[config.mk]
export PLATFORM = sky130hd
export DESIGN_NAME = uart_rx_framed
export DESIGN_NICKNAME = d
export VERILOG_FILES = /design/src/rtl/uart_pkg.sv /design/src/rtl/uart_rx_fifo.sv /design/src/rtl/uart_rx_framed.sv
export SDC_FILE = /design/constraint.sdc
export NUM_CORES = 1
export LEC_CHECK = 0
export CORE_ASPECT_RATIO = 1.4
export CORE_MARGIN = 2
export CORE_UTILIZATION = 60
export CTS_BUF_LIST = sky130_fd_sc_hd__clkbuf_16
export CTS_CLUSTER_DIAMETER = 150
export DETAILED_ROUTE_END_ITERATION = 12
export PLACE_DENSITY_LB_ADDON = 0.1
export SYNTH_ARGS = -nofsm -noshare
export SYNTH_HDL_FRONTEND = slang
export SYNTH_SLANG_ARGS = --single-unit
[constraint.sdc]
create_clock -name clk_i -period 7.4 [get_ports clk_i]
set_clock_uncertainty 0.05 [all_clocks]
set_input_delay 2.22 -clock clk_i [delete_from_list [all_inputs] [get_ports clk_i]]
set_output_delay 2.22 -clock clk_i [all_outputs]
set_load 0.01 [all_outputs]
[src/rtl/uart_pkg.sv]
// Shared types and constants for the framed UART receiver.
package uart_pkg;

    localparam int OVERSAMPLE = 16;
    localparam logic [3:0] SAMPLE_T0 = 4'd7;
    localparam logic [3:0] SAMPLE_T1 = 4'd8;
    localparam logic [3:0] SAMPLE_T2 = 4'd9;
    localparam int MAX_DATA_W = 9;

    typedef enum logic [1:0] {
        NONE = 2'b00,
        EVEN = 2'b01,
        ODD  = 2'b10
    } parity_t;

    typedef enum logic [2:0] {
        IDLE      = 3'd0,
        START     = 3'd1,
        DATA      = 3'd2,
        PARITY    = 3'd3,
        STOP      = 3'd4,
        STOP2     = 3'd5,
        WAIT_HIGH = 3'd6
    } rx_state_t;

    // FIFO entry layout; data is sized for the widest legal frame.
    typedef struct packed {
        logic                  brk;
        logic                  ferr;
        logic                  perr;
        logic [MAX_DATA_W-1:0] data;
    } rx_entry_t;

    // Mode 2'b11 is reserved and behaves as no parity.
    function automatic parity_t decode_parity(input logic [1:0] mode);
        case (mode)
            2'b01:   return EVEN;
            2'b10:   return ODD;
            default: return NONE;
        endcase
    endfunction

    function automatic logic majority(input logic a, input logic b, input logic c);
        return (a & b) | (a & c) | (b & c);
    endfunction

endpackage

[src/rtl/uart_rx_fifo.sv]
// Show-ahead receive FIFO with occupancy output and registered overrun pulse.
module uart_rx_fifo #(
    parameter int WIDTH = 11,
    parameter int DEPTH = 16
) (
    input  logic                     clk,
    input  logic                     rst,
    input  logic                     push,
    input  logic [WIDTH-1:0]         wr_data,
    input  logic                     pop,
    output logic [WIDTH-1:0]         rd_data,
    output logic                     valid,
    output logic [$clog2(DEPTH):0]   level,
    output logic                     overrun
);
    localparam int AW    = $clog2(DEPTH);
    localparam int LVL_W = AW + 1;

    logic [WIDTH-1:0] mem [DEPTH];
    logic [AW:0]      wr_ptr;
    logic [AW:0]      rd_ptr;
    logic             empty;
    logic             full;
    logic             do_pop;
    logic             do_push;

    assign level   = wr_ptr - rd_ptr;
    assign empty   = (wr_ptr == rd_ptr);
    assign full    = (level == LVL_W'(DEPTH));
    assign do_pop  = pop & ~empty;
    // A pop in the same cycle frees the slot a full FIFO needs.
    assign do_push = push & (~full | do_pop);
    assign valid   = ~empty;
    assign rd_data = empty ? '0 : mem[rd_ptr[AW-1:0]];

    always_ff @(posedge clk or posedge rst) begin
        if (rst) begin
            wr_ptr  <= '0;
            rd_ptr  <= '0;
            overrun <= 1'b0;
        end else begin
            if (do_push) wr_ptr <= wr_ptr + 1'b1;
            if (do_pop)  rd_ptr <= rd_ptr + 1'b1;
            overrun <= push & ~do_push;
        end
    end

    always_ff @(posedge clk) begin
        if (do_push) mem[wr_ptr[AW-1:0]] <= wr_data;
    end

endmodule

[src/rtl/uart_rx_framed.sv]
// UART receiver: line synchroniser, 16x oversample tick generator, framing FSM
// with majority-vote sampling, and a receive FIFO with overrun reporting.
module uart_rx_framed #(
    parameter int DATA_W      = 8,
    parameter int FIFO_DEPTH  = 16,
    parameter int SYNC_STAGES = 2
) (
    input  logic                          clk_i,
    input  logic                          rst_i,
    input  logic [15:0]                   baud_div_i,
    input  logic [1:0]                    parity_i,
    input  logic                          stop2_i,
    input  logic                          rx_i,
    output logic [DATA_W-1:0]             data_o,
    output logic                          perr_o,
    output logic                          ferr_o,
    output logic                          brk_o,
    output logic                          valid_o,
    input  logic                          ready_i,
    output logic [$clog2(FIFO_DEPTH):0]   level_o,
    output logic                          overrun_o
);
    import uart_pkg::*;

    localparam int TW = $clog2(OVERSAMPLE);

    logic [SYNC_STAGES-1:0] sync;
    logic                   rx_s;
    logic                   rx_d;
    logic                   fall;
    logic [15:0]            clk_cnt;
    logic [15:0]            div_q;
    logic [TW-1:0]          tick_cnt;
    logic [TW-1:0]          tick_nxt;
    logic                   tick;
    logic                   decide;
    logic                   s7;
    logic                   s8;
    logic                   maj;
    rx_state_t              state;
    parity_t                par_q;
    logic                   stop2_q;
    logic [3:0]             bit_cnt;
    logic [DATA_W-1:0]      data_q;
    logic                   par_bit;
    logic                   ferr_q;
    logic                   brk_q;
    logic                   perr_now;
    logic                   brk_now;
    logic                   push;
    logic [DATA_W+2:0]      wr_word;
    logic [DATA_W+2:0]      rd_word;

    // Synchroniser resets high so reset release never looks like a start edge.
    always_ff @(posedge clk_i or posedge rst_i) begin
        if (rst_i) begin
            sync <= '1;
            rx_d <= 1'b1;
        end else begin
            sync <= {sync[SYNC_STAGES-2:0], rx_i};
            rx_d <= rx_s;
        end
    end

    assign rx_s     = sync[SYNC_STAGES-1];
    assign fall     = rx_d & ~rx_s;
    assign tick     = (clk_cnt >= div_q);
    assign tick_nxt = tick_cnt + 1'b1;
    assign decide   = tick && (tick_nxt == SAMPLE_T2);
    assign maj      = majority(s7, s8, rx_s);

    always_comb begin
        perr_now = 1'b0;
        case (par_q)
            EVEN:    perr_now = ^{data_q, par_bit};
            ODD:     perr_now = ~^{data_q, par_bit};
            default: perr_now = 1'b0;
        endcase
    end

    assign brk_now = (data_q == '0) && ((par_q == NONE) || !par_bit) && !maj;
    assign push    = decide && ((state == STOP2) || (state == STOP && !stop2_q));
    assign wr_word = {(state == STOP2) ? brk_q : brk_now,
                      (state == STOP2) ? (ferr_q | ~maj) : ~maj,
                      perr_now,
                      data_q};

    always_ff @(posedge clk_i or posedge rst_i) begin
        if (rst_i) begin
            state    <= IDLE;
            clk_cnt  <= '0;
            tick_cnt <= '0;
            div_q    <= '0;
            par_q    <= NONE;
            stop2_q  <= 1'b0;
            bit_cnt  <= '0;
            s7       <= 1'b0;
            s8       <= 1'b0;
            data_q   <= '0;
            par_bit  <= 1'b0;
            ferr_q   <= 1'b0;
            brk_q    <= 1'b0;
        end else begin
            if (tick) begin
                clk_cnt  <= '0;
                tick_cnt <= tick_nxt;
            end else begin
                clk_cnt  <= clk_cnt + 16'd1;
            end
            if (tick && tick_nxt == SAMPLE_T0) s7 <= rx_s;
            if (tick && tick_nxt == SAMPLE_T1) s8 <= rx_s;

            case (state)
                IDLE: begin
                    div_q <= baud_div_i;
                    // Restart the bit timebase so tick 0 sits on the falling edge.
                    if (fall) begin
                        clk_cnt  <= '0;
                        tick_cnt <= '0;
                        state    <= START;
                    end
                end
                START: if (decide) begin
                    if (maj) begin
                        state <= IDLE;
                    end else begin
                        div_q   <= baud_div_i;
                        par_q   <= decode_parity(parity_i);
                        stop2_q <= stop2_i;
                        bit_cnt <= '0;
                        ferr_q  <= 1'b0;
                        brk_q   <= 1'b0;
                        state   <= DATA;
                    end
                end
                DATA: if (decide) begin
                    data_q  <= {maj, data_q[DATA_W-1:1]};
                    bit_cnt <= bit_cnt + 4'd1;
                    if (bit_cnt == 4'(DATA_W - 1))
                        state <= (par_q == NONE) ? STOP : PARITY;
                end
                PARITY: if (decide) begin
                    par_bit <= maj;
                    state   <= STOP;
                end
                STOP: if (decide) begin
                    ferr_q <= ~maj;
                    brk_q  <= brk_now;
                    if (stop2_q)  state <= STOP2;
                    else          state <= maj ? IDLE : WAIT_HIGH;
                end
                STOP2: if (decide) begin
                    state <= (ferr_q | ~maj) ? WAIT_HIGH : IDLE;
                end
                WAIT_HIGH: if (rx_s) state <= IDLE;
                default: state <= IDLE;
            endcase
        end
    end

    uart_rx_fifo #(
        .WIDTH (DATA_W + 3),
        .DEPTH (FIFO_DEPTH)
    ) u_fifo (
        .clk     (clk_i),
        .rst     (rst_i),
        .push    (push),
        .wr_data (wr_word),
        .pop     (ready_i),
        .rd_data (rd_word),
        .valid   (valid_o),
        .level   (level_o),
        .overrun (overrun_o)
    );

    assign data_o = rd_word[DATA_W-1:0];
    assign perr_o = rd_word[DATA_W];
    assign ferr_o = rd_word[DATA_W+1];
    assign brk_o  = rd_word[DATA_W+2];

endmodule

Word level (Yosys, flattened, before mapping)
Memory sizes are Yosys's and may differ from the RTL's.
Cells that the tools add are included.
{"block": "word_totals", "reg_bits": 73, "ram_bits": 176, "inputBits": 23, "word_cells": 134, "mem_count": 1}
{"block": "classes", "addsub": 6, "order_cmp": 1, "eq_ne": 25, "n_mux": 40, "bitwise": 16, "n_reduce_logical": 27}
{"memory": "u_fifo.mem", "words": 16, "width": 11, "read_ports": 1, "rd_clocked_by_memory_dff": 0, "write_ports": 1, "line": "uart_rx_fifo.sv:19", "rtl": "logic [WIDTH-1:0] mem [DEPTH];"}
{"operator": "$mux W16", "count": 5}
{"operator": "$mux W3", "count": 12}
{"operator": "$pmux W16 S2", "count": 1}
{"operator": "$mux W4", "count": 6}
{"operator": "$pmux W3 S7", "count": 1}
{"operator": "$ne A2 B2 Y1 const B", "count": 9}
{"operator": "$add A16 B1 Y16 const B", "count": 1}
{"operator": "$ge A16 B16 Y1", "count": 1}
{"operator": "$mux W11", "count": 1}
{"operator": "$add A5 B1 Y5 const B", "count": 2}
{"operator": "$eq A3 B3 Y1 const B", "count": 3}
{"operator": "$reduce_xnor A9 Y1", "count": 1}
{"operator": "$reduce_xor A9 Y1", "count": 1}
{"operator": "$add A4 B1 Y4 const B", "count": 2}
{"operator": "$eq A4 B3 Y1 const B", "count": 2}
{"operator": "$eq A4 B4 Y1 const B", "count": 2}
{"operator": "$logic_not A8 Y1", "count": 1}
{"operator": "$mux W1", "count": 8}
{"operator": "$pmux W4 S2", "count": 1}
{"operator": "$reduce_and A4 Y1", "count": 2}
{"operator": "$reduce_and A8 Y1", "count": 1}
{"operator": "$and A1 B1 Y1", "count": 7}
{"operator": "$logic_and A1 B1 Y1", "count": 7}
{"operator": "$eq A3 B2 Y1 const B", "count": 2}
{"operator": "other kinds (18)", "count": 36}

Logic depth before layout (Yosys ltp)
Gate-level depths: netlist of the first run.
{"block": "logic_depth", "depth_word": 8, "mapped_depth": 12, "ltp_nobuf": 9}

By module
From an unflattened synthesis of the first run, not the netlist that was laid out.
{"block": "unflattened", "cells_unflattened": 715, "hier_area_um2": 11055.6}
{"module": "uart_rx_fifo", "instances": 1, "cells_per_inst": 383, "area_each_um2": 7526.0, "seq_area_each_um2": 5560.3}
{"module": "uart_rx_framed", "instances": 1, "cells_per_inst": 332, "area_each_um2": 3529.6, "seq_area_each_um2": 1555.2}

Worst setup path before layout of the first run
No wires, ideal clock.
{"block": "synth_timing", "path_type": "input to register", "start": "input port ready_i", "end": "memory u_fifo.mem[3][0], enable pin", "setup_time_ns": 0.412, "arrival_ns": 4.033, "required_ns": 6.938, "slack_ns": 2.905, "path_stages": 5, "path_buffers": 1, "cell_sequence": "nor2b_1 -> buf_6 -> or4b_4 -> nand3_2 -> nor4b_1"}
{"block": "synth_via", "elab_chain_len": 5}
{"item": "start, declared", "line": "uart_rx_framed.sv:19", "rtl": "input logic ready_i,"}
{"item": "$and A1 B1 Y1", "line": "uart_rx_fifo.sv:30", "rtl": "assign do_pop = pop & ~empty;"}
{"item": "$or A1 B1 Y1", "line": "uart_rx_fifo.sv:32", "rtl": "assign do_push = push & (~full | do_pop);"}
{"item": "$and A1 B1 Y1", "line": "uart_rx_fifo.sv:32"}
{"item": "$mux W1", "line": "uart_rx_fifo.sv:49", "rtl": "if (do_push) mem[wr_ptr[AW-1:0]] <= wr_data;"}
{"item": "$mux W1 (implied by the code)", "line": "uart_rx_fifo.sv:49"}
{"item": "end, declared", "line": "uart_rx_fifo.sv:19"}
Every way passes these cells.

Worst setup path in the final report of the first run
{"block": "layout_timing", "start": "register u_fifo.rd_ptr[1]", "end": "output port data_o[0]"}
{"block": "layout_via", "elab_chain_len": 2}
{"item": "start, declared", "line": "uart_rx_fifo.sv:21", "rtl": "logic [AW:0] rd_ptr;"}
{"item": "start signal, assigned", "line": "uart_rx_fifo.sv:43", "rtl": "if (do_pop) rd_ptr <= rd_ptr + 1'b1;"}
{"item": "$mem_v2 Z16 W11 / $eq A5 B5 Y1 (equally long branches)"}
{"item": "$mux W11 *", "line": "uart_rx_fifo.sv:34", "rtl": "assign rd_data = empty ? '0 : mem[rd_ptr[AW-1:0]];"}
{"item": "end, declared", "line": "uart_rx_framed.sv:14", "rtl": "output logic [DATA_W-1:0] data_o,"}
Mark *: on every way between the ends. The rest lies on a longest branch, timed or not.

==> metrics.txt, run 1 <==
critical path capture point type primary output; Final Util a little under 70%; synth warn 0; Worst-path clk slew approximately 0.06 ns; async set-reset flop share out of synthesis 29.3%; M3 GR Usage approximately 3.5%; setup ws final 1.36 ns; Setup Crit Path Kind reg -> out; Die Width roughly 120 um; Via Count 5953; Root Buffer clkbuf_16; Worst VDD drop about 0.24 mV; Worst EP required 5.13 ns; max cap viols 0; # resized after CTS 0; register area about 0.0071 mm2; Hold Startpoint sync[0]; DRT iter0 DRCs between 500 and 600; Clock Latency Late Sink roughly 0.5 ns; RSZ-0062 raised after global routing false; EDFF count, synth between 150 and 200; R2R depth 8; Final ANT Viol Nets 0; worst slack at placement 1.99 ns; Slew HR between 10% and 20%; arrival time worst endpoint ~3.8 ns; Die H 164 um; max-slew violation total from the final report 0; count of buffers from port buffering 40; Top FF cell, synth edfxtp_1; CP bufs+invs 2; Slowest-stage cell, CP dfrtp_2; Layout fillers 1264; CP Cell Sequence inv_1 -> ha_1 -> nand2_1 -> nor3_2 -> and2b_1 -> clkdlybuf4s50_1; Unique masters post-synth 69; initial core utilization between 60% and 70%; global-route wire length before repair between 30000 and 40000 um; layout cell share with drive strength beyond 1 between 20% and 30%; fin crit period between 6 and 7 ns; met1 Use GR 30.4%; FF-to-FF End u_fifo.mem[9][1]; Multi-input gate area 0.00365 mm2; CTS Buf Count 23; core area roughly 0.018 mm2; largest net degree at the start of global routing between 70 and 80; CTS tree done; CTS Hold Buffers Added 0; flop2flop setup slack about 2.7 ns; NumNets Final between 700 and 800; DR DRC count 0; row cnt between 50 and 60; WL/cell around 23 um; met2 Use GR roughly 43%; Worst Hold Endpoint sync[1]; post-CTS setup buffer count 0; # H-tree levels 1; Overflow after GRT 0; Hold Vio Cnt, Final 0; syn nets 725; Inserted Diodes 0; Final setup viols 0; status finished clean; worst-path fanout max 48; First-pass DRT Iterations 5; Slew @ Worst Pin 1.21 ns; PD cells 288 mW/mm2; synthesized area between 0.01 and 0.015 mm2; die footprint roughly 0.02 mm2; vias in the first global route between 6000 and 7000; Mapped Cells between 600 and 700; layer with the highest usage met2; clk sinks 249; WL final 22300 um; Post-DP HPWL approximately 14000 um; initial antenna violation count 0; synth-to-layout area growth 12.6%; setup TNS 0 ns; syn avg cell area roughly 16 um2; Worst setup SP type register; Longest Clk Path Bufs 3; cell family with the largest share of critical-path delay flip-flops; post-synthesis sequential area ratio about two thirds; Highest Clock Rate approximately 0.17 GHz; RePlAce Congestion around 0.8; WHS Path Cells 0; Period Utilization, post-route 81.6%; DR vias/cell approximately 6.1; Reg2Reg Launch Point u_fifo.rd_ptr[1]; Pleak about 4.8 nW; slowest cell delay on critical path about 1.2 ns; gr usage total a little under a quarter; Yosys reg bits approximately 250; I/O pins 41; Hold Crit Class reg -> reg
==> layer usage <==
layer	share of wire (%)	routed length, um	up-vias
met1	38	8570	3066
li1	-	-	2653
met2	53	11700	178
met4	3.6	799	0
met5	0	0	-
met3	5.3	1190	56
==> layout make-up <==
type                    count  share of cell area, %
clock buffers              24                   4.85
clock inverters            17                  0.859
flip-flops and latches    249                   57.5
well taps                 240                   2.43
multi-input cells         357                   29.5
inverters                  38                   1.15
repair buffers             47                   3.66
==> registers in the layout (all words and copies together), names as in the netlist <==
register and flops:
bit_cnt 4, u_fifo.wr_ptr 5, sync 2, div_q 16, ferr_q 1, u_fifo.mem 176, state 3, par_q 2
u_fifo.rd_ptr 5, rx_d 1, tick_cnt 4, clk_cnt 16, data_q 8, s8 1, par_bit 1, brk_q 1
u_fifo.overrun 1, stop2_q 1, s7 1
==> where the power goes <==
| group | total (mW) | internal [mW] | switching, mW |
|---|---|---|---|
| Sequential | 1.75 | 1.56 | 0.187 |
| Clock | 1.11 | 0.621 | 0.485 |
| Combinational | 0.705 | 0.376 | 0.328 |
==> worst max-delay path by stage <==
stage | cells after the start | start | endpoint | slack (ns)
finish | 6 | u_fifo.rd_ptr[1] | data_o[0] | 1.36
global route | 6 | u_fifo.rd_ptr[1] | data_o[0] | 1.09
CTS | 6 | u_fifo.rd_ptr[1] | brk_o | 1.31
detailed placement | 6 | u_fifo.rd_ptr[1] | brk_o | 1.99
global placement | 5 | u_fifo.rd_ptr[0] | data_o[5] | 2.08
floorplan | 5 | ready_i | u_fifo.mem[3][0] | 2.91
==> cell usage in the layout, fill, tap and decap left out, types with 3 or more instances in the layout <==
cell / instances
nor2_1: 37
nand3_1: 12
a21oi_1: 13
xnor2_1: 23
mux4_2: 55
nand2_1: 24
clkinv_1: 7
ha_1: 30
and2_1: 3
and4_1: 5
nor3_1: 8
clkdlybuf4s50_1: 40
mux2_2: 31
nand2b_1: 3
edfxtp_1: 176
clkbuf_16: 24
nand4_1: 5
dfrtp_1: 68
buf_4: 7
and4b_1: 9
inv_1: 41
dfstp_2: 3
and3_1: 6
xor2_1: 14
nor2b_1: 14
o21ai_0: 12
nor4b_4: 4
==> stage by stage <==
stage          total power, mW  instance area [um2]  std cells  hold WS, ns
2_1_floorplan             2.26                11000        671        0.295
3_3_place_gp              2.46                11700        931        0.298
3_5_place_dp              2.49                11700        931        0.298
4_1_cts                   3.60                12400        972        0.307
5_1_grt                   3.74                12400        972        0.308
6_report                  3.56                12400        972        0.305
==> logic make-up after synthesis <==
group | after synthesis | share of synthesized area (%)
buffers and inverters | 65 | 2.56
XOR/XNOR | 37 | 2.95
flip-flops | 249 | 64.7
multiplexers | 89 | 14.8
AO/OA/AOI/OAI | 50 | 3.53
adder cells (fa/ha/maj) | 32 | 3.69
AND/OR/NAND/NOR | 149 | 7.75
==> cells in the mapped netlist, drive strengths merged, types with 7 or more instances <==
cell type  number  area share [%]
dfrtp          70              16
nand3          13            0.64
ha             30             3.4
and3            7            0.44
a21oi          15            0.89
nor2           37             1.3
and4b           9            0.82
clkbuf         13            0.44
nor3            9            0.46
nor2b          14            0.80
inv            38             1.3
o21ai          12            0.55
mux4           55              11
xnor2          23             1.8
xor2           14             1.1
buf            14            0.82
nand2          25            0.88
mux2           33             3.4
edfxtp        176              48
Power figures use the tool's default switching activity.
==> run 2, diff against run 1 <==
Settings changed: CORE_UTILIZATION 60 to 55.
Clock period 7.4 ns to 5.1 ns, I/O delays scaled along.
==> metrics.txt, run 2 (synthesis results as in run 1) <==
status finished clean; post-route cell area 0.0125 mm2 (+0.64%); Sw Pwr 1.47 mW (+47%); vias in the first global route 6031 (-2.3%); WL final 21900 um (-1.9%); Overflow after GRT 0 (unchanged); initial antenna violation count 0 (unchanged); Root Buffer clkbuf_16; Longest Clk Path Bufs 3 (unchanged); Final Util 63.0% (-5.8 points); core area 0.0198 mm2 (+9.8%); Die Width 123 um (+4.3%); max cap viols 0 (unchanged); most frequent cells in the layout edfxtp_1 (176), dfrtp_1 (68), mux4_2 (55); Worst Hold Endpoint sync[1]; fin crit period 4.77 ns; PD cells 421 mW/mm2 (+46%); count of buffers from port buffering 40 (unchanged); CTS Buf Count 24 (+4.3%); Worst EP required 3.52 ns (-1.61 ns); DR DRC count 0 (unchanged); WHS 0.306 ns (+0.00148 ns); Slew @ Worst Pin 1.28 ns (+0.0771 ns); initial core utilization 55.6% (-5.5 points); cell repeated most along the worst path mux4_2; gr usage total 21.8% (-2.2 points); global-route wire length before repair 34500 um (-1.8%); Hold Vio Cnt, Final 0 (unchanged); I/O pins 41 (unchanged); Combinational Power Share 21.8% (+2.0 points); max-slew violation total from the final report 0 (unchanged); NumNets Final 777 (+0.91%); row cnt 61 (+5.2%); Setup Crit Path Kind reg -> out; Worst setup SP type register; post-CTS setup buffer count 0 (unchanged); Worst-path clk slew 0.06 ns (about the same); Final ANT Viol Nets 0 (unchanged); RePlAce Congestion 0.830 (+2.2%); critical path capture point type primary output; Slowest-stage cell, CP dfrtp_2; Total Power 5.24 mW (+47%); setup ws final 0.326 ns (-1.04 ns); WHS Path Cells 0 (unchanged); DR vias/cell 5.85 (-4.5%); First-pass DRT Iterations 4 (-1); Finished Layout Cells 993 (+2.2%); Reg2Reg Launch Point u_fifo.rd_ptr[1]; Worst VDD drop 0.526 mV (+120%); Clock Latency Late Sink 0.51 ns (about the same); flop2flop setup slack 1.31 ns (-1.34 ns); setup TNS 0 ns (unchanged); Highest Clock Rate approximately 0.21 GHz; largest net degree at the start of global routing 49 (-34%); CTS Hold Buffers Added 0 (unchanged); internal power 3.78 mW (+47%); Switching Share 28.0% (-0.10 points); Inserted Diodes 0 (unchanged); RSZ-0062 raised after global routing false; CTS tree done; worst slack at placement 0.850 ns (-1.14 ns); Clock Power Share 31.7% (+0.7 points); worst-path fanout max 29 (-40%); Pleak 4.86 nW (+0.88%); die footprint 0.0211 mm2 (+8.8%); FF-to-FF End u_fifo.mem[14][6]; Via Count 5806 (-2.5%); synth-to-layout area growth 13.3%; Hold Startpoint sync[0]; Final setup viols 0 (unchanged); most common cell after layout, fill and taps aside edfxtp_1; Period Utilization, post-route between 90% and 100%; slowest cell delay on critical path 0.89 ns (-0.28 ns); CP Cell Sequence buf_4 -> mux4_2 -> mux4_2 -> nor2b_1 -> clkdlybuf4s50_1; sequential power share 46.4% (-2.8 points); Post-DP HPWL 14300 um (+2.1%); R2R depth 9 (+1); Hold Crit Class reg -> reg; Largest register FFs 176 (unchanged); Die H 171 um (+4.3%); # resized after CTS 0 (unchanged); Slew HR 14.4% (-5.1 points); WL/cell 22.0 um (-4.0%); # H-tree levels 1 (unchanged); dpl cells 949 (+1.9%); layout cell share with drive strength beyond 1 21.3% (+0.97 points); Placement Cell Area 0.0117 mm2 (+0.32%); arrival time worst endpoint 3.19 ns (-0.58 ns); DRT iter0 DRCs 372 (-27%); clk sinks 249 (unchanged)
## run 2: power by group through the flow
stage                     Sequential, mW  Combinational (mW)  Clock, mW
final                               2.43                1.15       1.66
after detailed placement            2.47                1.17          0
after global routing                2.45                1.28       1.79
after global placement              2.47                1.14          0
after floorplan                     2.38               0.898          0
after CTS                           2.43                1.17       1.70
## run 2: cell type report
class / count / area [um2]
Fill cell: 1407 / 7310
Sequential cell: 249 / 7120
Multi-Input combinational cell: 357 / 3620
Clock buffer: 25 / 626
Timing Repair Buffer: 53 / 510
Tap cell: 252 / 315
Inverter: 38 / 143
Clock inverter: 19 / 123
## run 2: how the worst max path moves through the flow
stage / cells after the start / from / to
finish: 5 / u_fifo.rd_ptr[1] / data_o[7]
global route: 5 / u_fifo.rd_ptr[1] / data_o[7]
CTS: 5 / u_fifo.rd_ptr[1] / data_o[7]
detailed placement: 5 / u_fifo.rd_ptr[1] / data_o[7]
global placement: 5 / u_fifo.rd_ptr[1] / brk_o
floorplan: 10 / u_fifo.rd_ptr[1] / u_fifo.mem[3][0]
## run 2: layer usage
layer	track usage (%)	wire length [um]
met5	0	0
met4	5.58	452
met3	3.35	1010
met2	37.9	11700
met1	28.7	8700
## run 2: worst max-delay path, delay by kind of cell, from the launching register on
family                 cells  cell delay [ns]
buffers and inverters      2             0.83
muxes                      2             0.81
and+or+nand+nor            1             0.15
DFF                        1             0.89
